**config.mk**
```make
export PLATFORM = sky130hd
export DESIGN_NAME = fdiv_mantissa_pipe
export DESIGN_NICKNAME = d
export VERILOG_FILES = /design/src/rtl/fdiv_pkg.sv /design/src/rtl/fdiv_div_stage.sv /design/src/rtl/fdiv_mantissa_pipe.sv
export SDC_FILE = /design/constraint.sdc
export NUM_CORES = 2
export LEC_CHECK = 0
export ABC_AREA = 1
export ABC_CLOCK_PERIOD_IN_PS = 6950
export BUFFER_PORTS_ARGS = -buffer_cell sky130_fd_sc_hd__buf_2
export CAP_MARGIN = 25
export CORE_UTILIZATION = 50
export CTS_CLUSTER_DIAMETER = 50
export CTS_CLUSTER_SIZE = 16
export DETAILED_ROUTE_END_ITERATION = 10
export HOLD_SLACK_MARGIN = 0.06
export PLACE_DENSITY = 0.71
export SYNTH_ARGS = -nofsm -noshare
export SYNTH_HDL_FRONTEND = slang
export SYNTH_SLANG_ARGS = --single-unit
```
**constraint.sdc**
```tcl
create_clock -name clk -period 6.95 [get_ports clk]
set_clock_uncertainty 0.2 [all_clocks]
set_input_delay 1.0425 -clock clk [delete_from_list [all_inputs] [get_ports clk]]
set_output_delay 1.0425 -clock clk [all_outputs]
set_load 0.1 [all_outputs]
```
**src/rtl/fdiv_pkg.sv**
```systemverilog
// Shared constants and types for the single-precision divider.
// fdiv and the mantissa pipe both import this package, so both sides agree
// on the operand widths and on the pipeline latency.
package fdiv_pkg;

    // Clock cycles from an accepted operand pair to its quotient.
    localparam int FDIV_LATENCY = 10;

    // Mantissa width with the hidden bit included.
    localparam int MANT_W = 24;

    // Quotient width: one integer bit, 24 mantissa bits and one round bit.
    localparam int QUOT_W = 26;

    // Canonical quiet NaN used by fdiv on its special-case path.
    localparam logic [31:0] QUIET_NAN = 32'h7FC0_0000;

    // Stage 0 registers the operands. Every later stage except the output
    // register resolves quotient bits.
    localparam int NUM_DIV_STAGES = FDIV_LATENCY - 1;

    // Bits resolved by each divide stage, MSB first. The counts sum to QUOT_W.
    function automatic int stage_bits(input int stage);
        case (stage)
            1, 2, 3, 4, 5, 6, 7, 8: return 3;
            9:                      return 2;
            default:                return 0;
        endcase
    endfunction

    // Everything that travels down the divide pipeline with one operation.
    // rem is one bit wider than the divisor. This holds the shifted
    // remainder, which stays below 2*divisor.
    typedef struct packed {
        logic [MANT_W:0]   rem;
        logic [MANT_W-1:0] dvsr;
        logic [QUOT_W-1:0] quo;
        logic              ovf;
    } div_state_t;

endpackage

```
**src/rtl/fdiv_div_stage.sv**
```systemverilog
// One pipeline stage of the restoring radix-2 mantissa divider.
// The stage resolves NBITS quotient bits in combinational logic and then
// registers the updated remainder, the partial quotient and the flags.
module fdiv_div_stage
    import fdiv_pkg::*;
#(
    parameter int NBITS       = 3,
    // The first stage resolves quotient bit 25 straight from the dividend,
    // so its first step must not shift the remainder.
    parameter bit SHIFT_FIRST = 1'b1
) (
    input  logic       clk,
    input  logic       rst_n,
    input  logic       in_valid,
    input  div_state_t in_st,
    output logic       out_valid,
    output div_state_t out_st
);

    div_state_t nxt_st;

    // NBITS restoring steps: shift, compare against the divisor, and subtract
    // when the remainder fits.
    always_comb begin
        // NOTE: give every always_comb output a full default before any
        // conditional update. Any path that leaves it unassigned infers a latch.
        nxt_st = in_st;
        for (int k = 0; k < NBITS; k++) begin
            if (SHIFT_FIRST || k != 0) begin
                nxt_st.rem = {nxt_st.rem[MANT_W-1:0], 1'b0};
            end
            if (nxt_st.rem >= {1'b0, nxt_st.dvsr}) begin
                nxt_st.rem = nxt_st.rem - {1'b0, nxt_st.dvsr};
                nxt_st.quo = {nxt_st.quo[QUOT_W-2:0], 1'b1};
            end else begin
                nxt_st.quo = {nxt_st.quo[QUOT_W-2:0], 1'b0};
            end
        end
    end

    // The stage register. The valid bit follows every cycle. The data
    // registers load only on a valid operation, so a bubble leaves them as
    // they are.
    always_ff @(posedge clk or negedge rst_n) begin
        if (!rst_n) begin
            out_valid <= 1'b0;
            out_st    <= '0;
        end else begin
            out_valid <= in_valid;
            if (in_valid) begin
                out_st <= nxt_st;
            end
        end
    end

endmodule

```
**src/rtl/fdiv_mantissa_pipe.sv**
```systemverilog
// Fully pipelined unsigned mantissa divider for single-precision fdiv.
// The block accepts one 24-bit dividend/divisor pair on every clock. It
// returns floor(diviend * 2^25 / divisor) as a 26-bit quotient exactly
// FDIV_LATENCY clocks later.
//
// The quotient saturates to all ones in two cases: the divisor is zero, or
// the ratio is 2 or more. A ratio of 2 or more only happens with a subnormal
// divisor. fdiv replaces both cases on its special-case path.
//
// Operand and quotient widths come from fdiv_pkg (MANT_W, QUOT_W), and so
// does the latency. The round/pack stage in fdiv depends on these values.
module fdiv_mantissa_pipe
    import fdiv_pkg::*;
(
    input  logic              clk,
    input  logic              rst_n,
    input  logic              input_valid,
    input  logic [MANT_W-1:0] diviend,
    input  logic [MANT_W-1:0] divisor,
    output logic [QUOT_W-1:0] quotient,
    output logic              out_valid
);

    // ------------------------------------------------------------------
    // Stage 0: operand register
    // ------------------------------------------------------------------
    div_state_t st0;
    logic       vld0;
    logic       ovf_in;

    // Flag the operand pairs whose quotient does not fit in QUOT_W bits.
    assign ovf_in = (divisor == '0) || ({1'b0, diviend} >= {divisor, 1'b0});

    // Capture the operands. The starting remainder is the dividend itself.
    always_ff @(posedge clk or negedge rst_n) begin
        // NOTE: sequential state is written only with non-blocking
        // assignments. All flops then update together, whatever order the
        // always blocks run in.
        if (!rst_n) begin
            // NOTE: the datapath registers are cleared along with the valid
            // bits. Operands from before the reset can then never leak
            // through a stage that is holding.
            vld0 <= 1'b0;
            st0  <= '0;
        end else begin
            vld0 <= input_valid;
            if (input_valid) begin
                st0.rem  <= {1'b0, diviend};
                st0.dvsr <= divisor;
                st0.quo  <= '0;
                st0.ovf  <= ovf_in;
            end
        end
    end

    // ------------------------------------------------------------------
    // Stages 1..NUM_DIV_STAGES: restoring divide, MSB first
    // ------------------------------------------------------------------
    div_state_t st_q  [1:NUM_DIV_STAGES];
    logic       vld_q [1:NUM_DIV_STAGES];

    for (genvar s = 1; s <= NUM_DIV_STAGES; s++) begin : g_stage
        div_state_t st_in;
        logic       vld_in;

        if (s == 1) begin : g_first
            assign st_in  = st0;
            assign vld_in = vld0;
        end else begin : g_next
            assign st_in  = st_q[s-1];
            assign vld_in = vld_q[s-1];
        end

        fdiv_div_stage #(
            .NBITS       (stage_bits(s)),
            .SHIFT_FIRST (s != 1)
        ) u_stage (
            .clk       (clk),
            .rst_n     (rst_n),
            .in_valid  (vld_in),
            .in_st     (st_in),
            .out_valid (vld_q[s]),
            .out_st    (st_q[s])
        );
    end

    // The quotient is truncated, so the final remainder and the carried
    // divisor leave the last stage without being needed.
    logic unused_tail;
    assign unused_tail = ^{st_q[NUM_DIV_STAGES].rem, st_q[NUM_DIV_STAGES].dvsr};

    // ------------------------------------------------------------------
    // Output register
    // ------------------------------------------------------------------

    // Drive the quotient, saturated on overflow. The quotient holds its last
    // value through bubbles.
    always_ff @(posedge clk or negedge rst_n) begin
        if (!rst_n) begin
            out_valid <= 1'b0;
            quotient  <= '0;
        end else begin
            out_valid <= vld_q[NUM_DIV_STAGES];
            if (vld_q[NUM_DIV_STAGES]) begin
                quotient <= st_q[NUM_DIV_STAGES].ovf ? {QUOT_W{1'b1}}
                                                     : st_q[NUM_DIV_STAGES].quo;
            end
        end
    end

endmodule

```
==> results.cfg <==
[run_status]
status = finished, final reports clean

[route]
routedLengthMet1_um = 115000
drtPass1Iterations = 7
wl_um = 264000
wl_per_cell_um = 21.2
vias_per_cell = 5.78
drt_iter0_drc = 7895
dr.max_layer_used = met5
ant_nets = 0
remaining_drc_errors = 0
wl_met2_um = 113000
wl_met3_um = 23900
vias = 72200

[logic_synthesis]
synth_top_area_cell = dfrtp_1
synthCells = 10100
synth_cell_type_count = 63
synth_fp_nets = 10800
yosysSeqAreaShare_pct = 23.8
yosys-top-cells-area = dfrtp_1 (24%), nand2_1 (19%), ha_1 (12%)
syn_area_um2 = 64400
ys.flop_type = dfrtp_1
ys_ff_latch = 613
synth-edff-count = 0
async_reset_ff_share_pct = 100
avgSynthCellArea_um2 = 6.37
synth_top_area_share_pct = 23.8
synth-warning-count = 0

[global_route]
overflow = 0
grt_pass1_wl_um = 398000
antenna_found_initial = 5
grt_usage_pct = 39.3
grt_start_max_net_pins = 135
first_global_vias = 67000

[worst_setup_path]
startpoint_type = flop
timing.rr.end = g_stage[7].u_stage.out_st[72]$_DFFE_PN0P_
timing.rr.start = g_stage[6].u_stage.out_st[28]$_DFFE_PN0P_
cp.arrival_ns = 7.13
cp.required_ns = 7.38
cp_max_fo = 11
critPathMaxStageDelay_ns = 0.41
endpoint_kind = flop
crit_start = g_stage[6].u_stage.out_st[28]$_DFFE_PN0P_
reg2regPathDepth = 37
crit_type = reg2reg
cp_common_cell = nand2_1
cp_slowest_cell = dfrtp_2
reg2reg_setup_slack_ns = 0.25

[placement]
dp_worst_setup_slack_ns = -0.521
placed_area_um2 = 71300
dp.cells = 12300
hpwl_um = 217000
portBuffers = 77
gp_congestion = 1.03

[clocking]
htreeDepth = 3
cts_root_buf = clkbuf_16
path_clk_slew_ns = 0.06
clkLatencyLatePin_ns = 0.73
clockBufferDepth = 3
cts_sinks = 613
ctsHoldBuffers = 0
cts_tree = done
cts-buffers-inserted = 95

[floorplan]
initial_core_util_pct = 50.4
die-area_um2 = 130000
rows = 131
core-area_um2 = 128000
fp.dieH_um = 361
io_pins = 78
die_x_um = 361

[sta]
hold_viol = 0
relSlewSlack_pct = 32.1
setup_slack_ns = 0.253
period_needed_ns = 6.70
slew_violations = 0
final-setup-viol-count = 0
fmaxAchievable_ghz = 0.149
fin_crit_sh_pct = 96.4
worst_pin_slew_ns = 1.02
setup_tns_ns = 0

[flow_run]
drv_cap = 0

[finish]
seq_area_um2 = 15400
drive_gt1_share_pct = 11.9
flow.area_growth_from_synthesis_pct = 17.3
multi_input_comb_area_um2 = 43800
fill_cells = 12500
final_area_um2 = 75500
fin_cells = 12500
final_nets = 11400

[min_path]
hold_path_class = in2async
-- metrics by stage --
step / hold WS (ns) / util [%]
after global placement: 0.253 / 55.8
after global routing: 0.219 / 59.1
final: 0.149 / 59.1
after CTS: 0.171 / 58.5
after detailed placement: 0.256 / 55.8
after floorplan: 0.152 / -
-- timing repair --
| item | 4_1_cts | 5_1_grt |
|---|---|---|
| pin swaps | 0 | 13 |
| gates cloned | 0 | 4 |
| setup buffers | 0 | 9 |
| resized for setup | 8 | 214 |
| endpoints found under the setup margin | 50 | 198 |
-- area by class of cell --
type	instances	share of cell area, %
inverters	1186	5.95
repair buffers	806	8.35
clock inverters	72	1.17
flip-flops and latches	613	20.4
clock buffers	106	3.31
well taps	1662	2.76
multi-input cells	8049	58.1
diodes	1	0.00332
-- registers in the layout, indices dropped and copies added (netlist names) --
name and cells:
g_stage.u_stage.out_st 527, g_stage.st_in 49, quotient 26, g_stage.u_stage.out_valid 9, g_stage.vld_in 1, out_valid 1
-- worst max-delay path, delay by kind of cell (launching register included) --
kind | cells | cell delay (ns)
buffers and inverters | 9 | 1.34
AND/OR/NAND/NOR | 20 | 2.72
AO/OA/AOI/OAI | 4 | 0.65
flip-flops | 1 | 0.41
adder cells (fa/ha/maj) | 4 | 1.26
-- synthesized netlist by cell type, types with 31 or more instances --
library cell  number
clkbuf_1         126
a31oi_1           44
xnor2_1          210
nand4_1          149
inv_1           1155
a21oi_1          673
a21o_1            59
nand3_1          774
buf_4             31
nor4_1            41
nand2_1         3258
nor3_1            98
or2_2             41
buf_2             59
o21ai_1           76
xor2_1           218
o21bai_1          61
o21ai_0          715
ha_1             631
dfrtp_1          613
nor2_1           738
-- placed cells by master (no fill, tap or decap), drive strengths merged, types with 9 or more instances in the layout --
cell type | synthesis | final
nand2 | 3271 | 3271
inv | 1183 | 1220
buf | 126 | 805
nand3 | 801 | 802
o21ai | 794 | 794
nor2 | 763 | 763
a21oi | 685 | 685
ha | 631 | 631
dfrtp | 613 | 613
xor2 | 218 | 218
xnor2 | 210 | 210
nand4 | 152 | 152
clkbuf | 128 | 107
nor3 | 100 | 100
o21bai | 61 | 61
a21o | 59 | 59
a31oi | 44 | 44
or2 | 43 | 43
nor4 | 41 | 41
a21boi | 37 | 37
o21a | 30 | 30
clkinv | 3 | 24
nand3b | 20 | 20
mux2 | 12 | 12
a211oi | 10 | 10
fa | 10 | 10
clkinvlp | 0 | 9
-- kinds of logic (layout without fill, tap and decap cells) --
| group | after synthesis | in the layout | share of synthesized area [%] |
|---|---|---|---|
| muxes | 12 | 12 | 0.210 |
| AOI/OAI and AO/OA | 1756 | 1756 | 14.8 |
| and+or+nand+nor | 5211 | 5212 | 33.8 |
| adders and majority gates | 641 | 641 | 12.6 |
| xor gates and xnor gates | 428 | 428 | 5.83 |
| other | 0 | 1 | 0 |
| DFF | 613 | 613 | 23.8 |
| buffers and inverters | 1440 | 2170 | 8.95 |
-- how the worst max path moves through the flow --
stage / endpoint / slack, ns / cells after the start
detailed placement: g_stage[7].u_stage.out_st[57]$_DFFE_PN0P_ / -0.52 / 37
global placement: g_stage[7].u_stage.out_st[56]$_DFFE_PN0P_ / -0.44 / 36
finish: g_stage[7].u_stage.out_st[72]$_DFFE_PN0P_ / 0.25 / 37
CTS: g_stage[7].u_stage.out_st[72]$_DFFE_PN0P_ / 0.008 / 37
global route: g_stage[7].u_stage.out_st[74]$_DFFE_PN0P_ / -0.06 / 41
floorplan: g_stage[1].u_stage.out_st[51]$_DFFE_PN0P_ / 1.37 / 43
-- layer usage --
| layer | GRT usage, % | vias up |
|---|---|---|
| li1 | - | 34500 |
| met1 | 54.1 | 34000 |
| met2 | 60.7 | 3228 |
| met3 | 6.99 | 546 |
| met4 | 15.6 | 6 |
| met5 | 0 | - |
Power is not shown: default switching activity piles up to over one toggle a cycle in this logic, so the estimate is an artifact.
